$ cat src/rtl/riscv_test_ctrl.sv
// riscv_test_ctrl: end-of-test controller for a RISC-V core under simulation.
//
// The controller holds the core in reset for RESET_CYCLES clocks and then lets it run.
// While the core runs, it watches the data-memory store port for a full-word write to the
// tohost mailbox. A value of 1 ends the test as PASS. Any other non-zero value ends it as
// FAIL and reports value>>1 as the fail code. If no result arrives within MAX_CYCLES run
// cycles, the test ends as TIMEOUT. Every terminal state is sticky until i_rstn is asserted.
//
// Optional feature: define RISCV_TEST_CTRL_STORE_LOG_EN to count the stores made during RUN
// and to capture the address of the most recent one. When the macro is undefined, both log
// outputs are tied to 0 and no logging registers exist.
//
// Ports:
//   i_clk              clock, rising edge
//   i_rstn             asynchronous active-low reset
//   i_dmem_wr_en       core data-memory write strobe
//   i_dmem_addr        core data-memory address        [XLEN]
//   i_dmem_byte_sel    core write byte enables         [4]
//   i_dmem_wr_data     core write data                 [XLEN]
//   o_core_rstn        active-low reset to the core
//   o_done             test finished (pass, fail or timeout)
//   o_pass/o_fail/o_timeout  result flags, one-hot when o_done=1
//   o_fail_code        tohost value >> 1 on fail       [XLEN]
//   o_cycle_cnt        cycles spent in RUN             [CNT_W]
//   o_store_cnt        stores observed in RUN          [CNT_W]
//   o_last_store_addr  address of the most recent store [XLEN]

module riscv_test_ctrl #(
   parameter int unsigned     XLEN         = 32,
   parameter int unsigned     RESET_CYCLES = 4,
   parameter int unsigned     MAX_CYCLES   = 200,
   parameter logic [XLEN-1:0] TOHOST_ADDR  = XLEN'(32'h0000_1000),
   parameter int unsigned     CNT_W        = 32,
   parameter bit              HALT_ON_DONE = 1'b1
) (
   input  logic             i_clk,
   input  logic             i_rstn,
   input  logic             i_dmem_wr_en,
   input  logic [XLEN-1:0]  i_dmem_addr,
   input  logic [3:0]       i_dmem_byte_sel,
   input  logic [XLEN-1:0]  i_dmem_wr_data,
   output logic             o_core_rstn,
   output logic             o_done,
   output logic             o_pass,
   output logic             o_fail,
   output logic             o_timeout,
   output logic [XLEN-1:0]  o_fail_code,
   output logic [CNT_W-1:0] o_cycle_cnt,
   output logic [CNT_W-1:0] o_store_cnt,
   output logic [XLEN-1:0]  o_last_store_addr
);

   typedef enum logic [2:0] {
      StHold,
      StRun,
      StPass,
      StFail,
      StTimeout
   } state_e;

   localparam logic [7:0]       HoldLast     = 8'(RESET_CYCLES - 1);
   localparam logic [CNT_W-1:0] CycLast      = CNT_W'(MAX_CYCLES - 1);
   // Core reset level to drive once the test has ended.
   localparam logic             TermCoreRstn = HALT_ON_DONE ? 1'b0 : 1'b1;

   state_e            state_q;
   logic [7:0]        hold_cnt_q;
   logic              core_rstn_q;
   logic              done_q;
   logic              pass_q;
   logic              fail_q;
   logic              timeout_q;
   logic [XLEN-1:0]   fail_code_q;
   logic [CNT_W-1:0]  cycle_cnt_q;

   logic              tohost_wr;
   logic              data_is_one;
   logic              data_is_zero;

   // Only a full-word store to the mailbox counts as a result. Partial stores are ignored.
   assign tohost_wr    = i_dmem_wr_en && (i_dmem_addr == TOHOST_ADDR) &&
                         (i_dmem_byte_sel == 4'hF);
   assign data_is_one  = (i_dmem_wr_data == XLEN'(1));
   assign data_is_zero = (i_dmem_wr_data == '0);

   always_ff @(posedge i_clk or negedge i_rstn) begin
      if (!i_rstn) begin
         state_q     <= StHold;
         hold_cnt_q  <= '0;
         core_rstn_q <= 1'b0;
         done_q      <= 1'b0;
         pass_q      <= 1'b0;
         fail_q      <= 1'b0;
         timeout_q   <= 1'b0;
         fail_code_q <= '0;
         cycle_cnt_q <= '0;
      end else begin
         unique case (state_q)
            StHold: begin
               if (hold_cnt_q == HoldLast) begin
                  state_q     <= StRun;
                  core_rstn_q <= 1'b1;
                  hold_cnt_q  <= '0;
               end else begin
                  hold_cnt_q <= hold_cnt_q + 8'd1;
               end
            end
            StRun: begin
               // A tohost result outranks a timeout in the same cycle. On exit the
               // counter is left untouched, so it freezes at the value of the final cycle.
               if (tohost_wr && data_is_one) begin
                  state_q     <= StPass;
                  done_q      <= 1'b1;
                  pass_q      <= 1'b1;
                  core_rstn_q <= TermCoreRstn;
               end else if (tohost_wr && !data_is_zero) begin
                  state_q     <= StFail;
                  done_q      <= 1'b1;
                  fail_q      <= 1'b1;
                  fail_code_q <= i_dmem_wr_data >> 1;
                  core_rstn_q <= TermCoreRstn;
               end else if (cycle_cnt_q == CycLast) begin
                  state_q     <= StTimeout;
                  done_q      <= 1'b1;
                  timeout_q   <= 1'b1;
                  core_rstn_q <= TermCoreRstn;
               end else begin
                  cycle_cnt_q <= cycle_cnt_q + CNT_W'(1);
               end
            end
            // Terminal states hold everything until the next reset.
            default: ;
         endcase
      end
   end

   assign o_core_rstn = core_rstn_q;
   assign o_done      = done_q;
   assign o_pass      = pass_q;
   assign o_fail      = fail_q;
   assign o_timeout   = timeout_q;
   assign o_fail_code = fail_code_q;
   assign o_cycle_cnt = cycle_cnt_q;

`ifdef RISCV_TEST_CTRL_STORE_LOG_EN
   logic [CNT_W-1:0] store_cnt_q;
   logic [XLEN-1:0]  last_addr_q;

   // Every store made in RUN is logged, including partial ones and the mailbox write itself.
   always_ff @(posedge i_clk or negedge i_rstn) begin
      if (!i_rstn) begin
         store_cnt_q <= '0;
         last_addr_q <= '0;
      end else if ((state_q == StRun) && i_dmem_wr_en) begin
         store_cnt_q <= store_cnt_q + CNT_W'(1);
         last_addr_q <= i_dmem_addr;
      end
   end

   assign o_store_cnt       = store_cnt_q;
   assign o_last_store_addr = last_addr_q;
`else
   assign o_store_cnt       = '0;
   assign o_last_store_addr = '0;
`endif

endmodule

$ cat config.mk
export PLATFORM = sky130hd
export DESIGN_NAME = riscv_test_ctrl
export DESIGN_NICKNAME = d
export VERILOG_FILES = /design/src/rtl/riscv_test_ctrl.sv
export SDC_FILE = /design/constraint.sdc
export NUM_CORES = 1
export LEC_CHECK = 0
export ABC_AREA = 1
export BUFFER_PORTS_ARGS = -buffer_cell sky130_fd_sc_hd__buf_2
export CELL_PAD_IN_SITES_DETAIL_PLACEMENT = 0
export CELL_PAD_IN_SITES_GLOBAL_PLACEMENT = 1
export CORE_MARGIN = 2
export CORE_UTILIZATION = 34
export DETAILED_ROUTE_END_ITERATION = 7
export PLACE_DENSITY = 0.91
export RECOVER_POWER = 100
export SLEW_MARGIN = 20
export SYNTH_ARGS = -nofsm -noshare
export SYNTH_HDL_FRONTEND = slang
export SYNTH_SLANG_ARGS = --single-unit
$ cat constraint.sdc
create_clock -name i_clk -period 2.25 [get_ports i_clk]
set_clock_uncertainty 0.05 [all_clocks]
set_input_delay 0.225 -clock i_clk [delete_from_list [all_inputs] [get_ports i_clk]]
set_output_delay 0.225 -clock i_clk [all_outputs]
set_load 0.005 [all_outputs]
* After elaboration in Yosys (flattened, before gate mapping)
Cells that the tools add are included.
** Storage, ports and cells
- Register bits :: 79
- Word-level logic and storage cells :: 51
- Output and inout bits :: 133
** Cells by class
- $add $sub $neg :: 2
- Bitwise operators :: 3
- Equality and inequality tests :: 8
- Reductions and logical operators :: 15
- Mux-type cells :: 14
** Operator list (count)
- $add A32 B1 Y32 const B :: 1
- $eq A32 B1 Y1 const B :: 1
- $eq A32 B13 Y1 const B :: 1
- $eq A32 B8 Y1 const B :: 1
- $logic_not A32 Y1 :: 1
- $mux W3 :: 4
- $add A8 B1 Y8 const B :: 1
- $eq A8 B2 Y1 const B :: 1
- $mux W8 :: 1
- $reduce_and A4 Y1 :: 2
- $mux W1 :: 7
- $pmux W3 S2 :: 1
- $reduce_and A3 Y1 :: 2
- $eq A4 B4 Y1 const B :: 1
- $logic_and A1 B1 Y1 :: 4
- $ne A4 B4 Y1 const B :: 1
- $reduce_and A2 Y1 :: 2
- $eq A3 B1 Y1 const B :: 1
- $logic_not A3 Y1 :: 1
- $not A1 Y1 :: 3
- $reduce_bool A3 Y1 :: 1
- $ne A2 B2 Y1 const B :: 1
- $pmux W1 S2 :: 1
- $reduce_bool A2 Y1 :: 1
- $logic_not A1 Y1 :: 1

* Longest topological paths before layout
- Depth after elaboration :: 7
- Mapped depth :: 13
- Mapped depth without buffers :: 12

* Worst setup path before layout
No wires, ideal clock.
- Kind :: register to register
- Start :: reg cycle_cnt_q[0], in the netlist o_cycle_cnt[0]
- End :: reg cycle_cnt_q[19], in the netlist o_cycle_cnt[19]
- Required time :: 2084 ps
- Arrival :: 1544 ps
- Path buffers :: 2
- Setup slack :: 540 ps
- Cell stages (with the launch flop) :: 13
- Period minus slack after synthesis :: 1710 ps
- Cells stage by stage :: dfrtp_1 -> ha_1 -> nand4_1 -> nor2_1 -> nand2_1 -> nor2_1 -> nor2_2 -> nand2_4 -> inv_2 -> buf_6 -> buf_6 -> nand2_1 -> nand2_1
** Between the ends
- Cells in the longest elaborated chain, start to end :: 3
** RTL lines
- start: declaration :: line 74 : logic [CNT_W-1:0] cycle_cnt_q;
- start signal: assignment :: line 128 : cycle_cnt_q <= cycle_cnt_q + CNT_W'(1);
- parallel branches: the longest is 3 deep, another holds $add A32 B1 Y32
Parallel ways; which one is timed is not known.
A chain may end at the register's enable or synchronous reset.

* Final worst setup path
- Start :: reg cycle_cnt_q[0], in the netlist o_cycle_cnt[0]
- End :: reg cycle_cnt_q[16], in the netlist o_cycle_cnt[16]
The elaborated chain is that of the path after synthesis.

==> reports/metrics.cfg <==
[cells_and_area]
nets = 878
area_growth_pct = 15.7
layout-drive-gt1-share = 0.172
n_antenna_cell = 0

[power_and_ir_drop]
comb_power_share = 0.050
ir_drop_mv = 0.289
cell_internal_pwr_uw = 2350
pwr-share-seq = 0.458
swShare = 0.241
power.share.clock = 0.492
power.density_mw_per_mm2 = 538
p_leak_uw = 0.00297
p_sw_uw = 745

[synthesis]
synth_enable_flop_cells = 0
synth_top_family_by_area = simple AND/OR/NAND/NOR gates
syn_inst = 663
synth_top_area_frac = 0.397
synth_most_common_cell = nand2_1
netlist_area_mm2 = 0.00498
synth_fa_ha_area_frac = 0.00503
yosysSeqAreaShare = 0.397
synth.mux.area_fraction = 0
ys.flop_type = dfrtp_1
ys_seq_elements = 79
synth-simple-area-share = 0.296
yosys-top-cells-count = 185 x nand2_1, 103 x nor2_1, 79 x dfrtp_1, 68 x inv_1, 65 x buf_4
syn_area_per_cell_um2 = 7.51
ys_warn_count = 0
synthArstFlopShare = 1.00
synth-xor-area-share = 0.0422
synthTopCellsByArea = dfrtp_1 40%, nand2_1 14%, buf_4 9.8%
synth_cell_type_count = 31
synth_compound_area_frac = 0.0827
yosysTopAreaCell = dfrtp_1

[critical_path]
worstSetupEndpoint = o_cycle_cnt[16]
criticalPathCategory = flip-flop to flip-flop
startpoint_type = flip-flop
rrSetupSlack_ns = 0.21
cp.required_ns = 2.43
critPathArrivalTime_ns = 2.23
worstReg2RegStart = o_cycle_cnt[0]
r2r-end = o_cycle_cnt[16]
r2r_cells = 11
setup.worst_path.start = o_cycle_cnt[0]
cp_max_fo = 24
critical_path.endpoint_type = flip-flop

[drt]
num_vias = 4253
avgViaCountPerCell = 4.28
routed_wirelength_um = 11800
dr.pass1.iters = 4
avgRoutedWirePerCell_um = 11.9
dr.first_iter.drc_count = 198
ant_nets = 0
drc_errors = 0

[timing]
tightest_slew_ns = 0.901
fmax_ghz = 0.489
min_period_over_period = 0.908
rsz0062_at_grt = false
setup_viol = 0
finalSetupTns_ns = 0
hold_viol = 0
maxSlewViolCount = 0
holdWs_ns = 0.0758
period_needed_ns = 2.04
relSlewSlack = 0.399

[global_routing]
antenna_found_initial = 0
grt_use_total = 0.152
grt_pass1_wl_um = 19400
grt_pass1_vias = 4040
grt_max_degree = 45
overflow = 0

[status]
status = finished clean

[floorplan]
die_area_mm2 = 0.0156
rows = 44
ios = 204
start_util = 0.345
core_area_mm2 = 0.0144
dieWidth_um = 125
die_height_um = 125

[clock_tree]
cts_tree = done
root_buffer = clkbuf_16
clkTransAtPathRegs_ns = 0.07
cts.path.max_buffers = 2
clk_latency_ns = 0.35
ctsResizeCount = 0
clkSinkCount = 79
cts_buffers = 9
cts_htree_levels = 3

[placement]
routabilityCongestion = 0.894
numPortBuffers = 138
dp_hpwl_um = 9220

[run]
cap_violations = 0

[min_path]
hold_depth = 3
hp-class = input port to flip-flop

-- power groups by stage --
| stage | Sequential, uW | Combinational (uW) | Clock [uW] |
|---|---|---|---|
| 2_1_floorplan | 1450 | 142 | 0 |
| 3_3_place_gp | 1450 | 164 | 0 |
| 3_5_place_dp | 1450 | 166 | 0 |
| 6_report | 1420 | 155 | 1520 |
| 4_1_cts | 1420 | 167 | 1570 |
| 5_1_grt | 1420 | 182 | 1640 |
-- state kept, by name, summed over array words and instances, names as in the netlist --
signal,flops
o_fail_code,31
o_core_rstn,1
o_fail,1
hold_cnt_q,8
o_cycle_cnt,32
o_pass,1
state_q,3
o_done,1
o_timeout,1
-- how the worst min path moves through the flow --
stage | from | to | slack [ns]
after global placement | i_rstn | o_cycle_cnt[24] | 0.17
after global routing | i_dmem_wr_data[2] | o_fail_code[1] | 0.08
after floorplan | i_rstn | hold_cnt_q[0] | -0.12
after detailed placement | i_rstn | o_cycle_cnt[24] | 0.17
after CTS | i_dmem_wr_data[16] | o_fail_code[15] | 0.07
final | i_dmem_wr_data[17] | o_fail_code[16] | 0.08
-- critical path, cell delays in order, from the launching register on --
cell,delay [ns]
dfrtp_1,0.43
ha_1,0.23
nand4_1,0.13
nor2_1,0.10
nand2_1,0.08
nor2_1,0.25
nor2_2,0.10
nand2_4,0.10
buf_4,0.27
nor2_1,0.07
nand2_1,0.06
nand2_1,0.05
-- routing by layer --
layer  GRT usage  wire length, um  up-vias
li1            -                -     2203
met3      0.0385              757       15
met5           0                0        -
met1       0.198             5400     1909
met2       0.245             5410      126
met4      0.0549              220        0
-- logic make-up (layout without fill, tap and decap cells) --
kind of cell    Yosys count  count (layout)
compound gates           58              58
fa+ha+maj                 2               2
xor+xnor                 24              24
buf+inv                 151             234
simple gates            348             348
flops                    79              79
other cells               1              65
-- stage by stage --
stage / total power, uW / cells / setup slack (ns) / instance area (um2) / util
global route: 3240 / 994 / 0.00568 / 5760 / 0.399
CTS: 3160 / 994 / 0.192 / 5950 / 0.412
detailed placement: 1610 / 977 / 0.197 / 5630 / 0.390
global placement: 1610 / 977 / 0.236 / 5630 / 0.390
finish: 3100 / 994 / 0.207 / 5760 / 0.399
floorplan: 1590 / 727 / 0.540 / 5220 / -
-- area by class of cell --
| type | instances | area (um2) |
|---|---|---|
| well taps | 184 | 230 |
| clock inverters | 7 | 81.3 |
| flip-flops and latches | 79 | 1980 |
| inverters | 74 | 278 |
| clock buffers | 9 | 225 |
| repair buffers | 144 | 713 |
| fillers | 1605 | 8660 |
| multi-input cells | 497 | 2250 |
-- what timing repair did --
item                      in CTS  in global routing
hold buffers                   1                  0
buffers inserted               0                  0
hold endpoints to repair      35                  0
-- cells in the final DEF, fill, tap and decap left out, drive strengths merged --
cell	n
nand4	8
dlygate4sd3	1
dfrtp	79
nand3	21
buf	100
or2	2
o21bai	1
xnor2	2
inv	76
a21oi	3
xor2	22
nand3b	3
conb	65
bufinv	1
nor2	109
ha	2
clkbuf	52
nor3	17
nand2	187
clkinv	4
nor3b	1
o31ai	1
o21ai	53
Power figures use the tool's default switching activity.
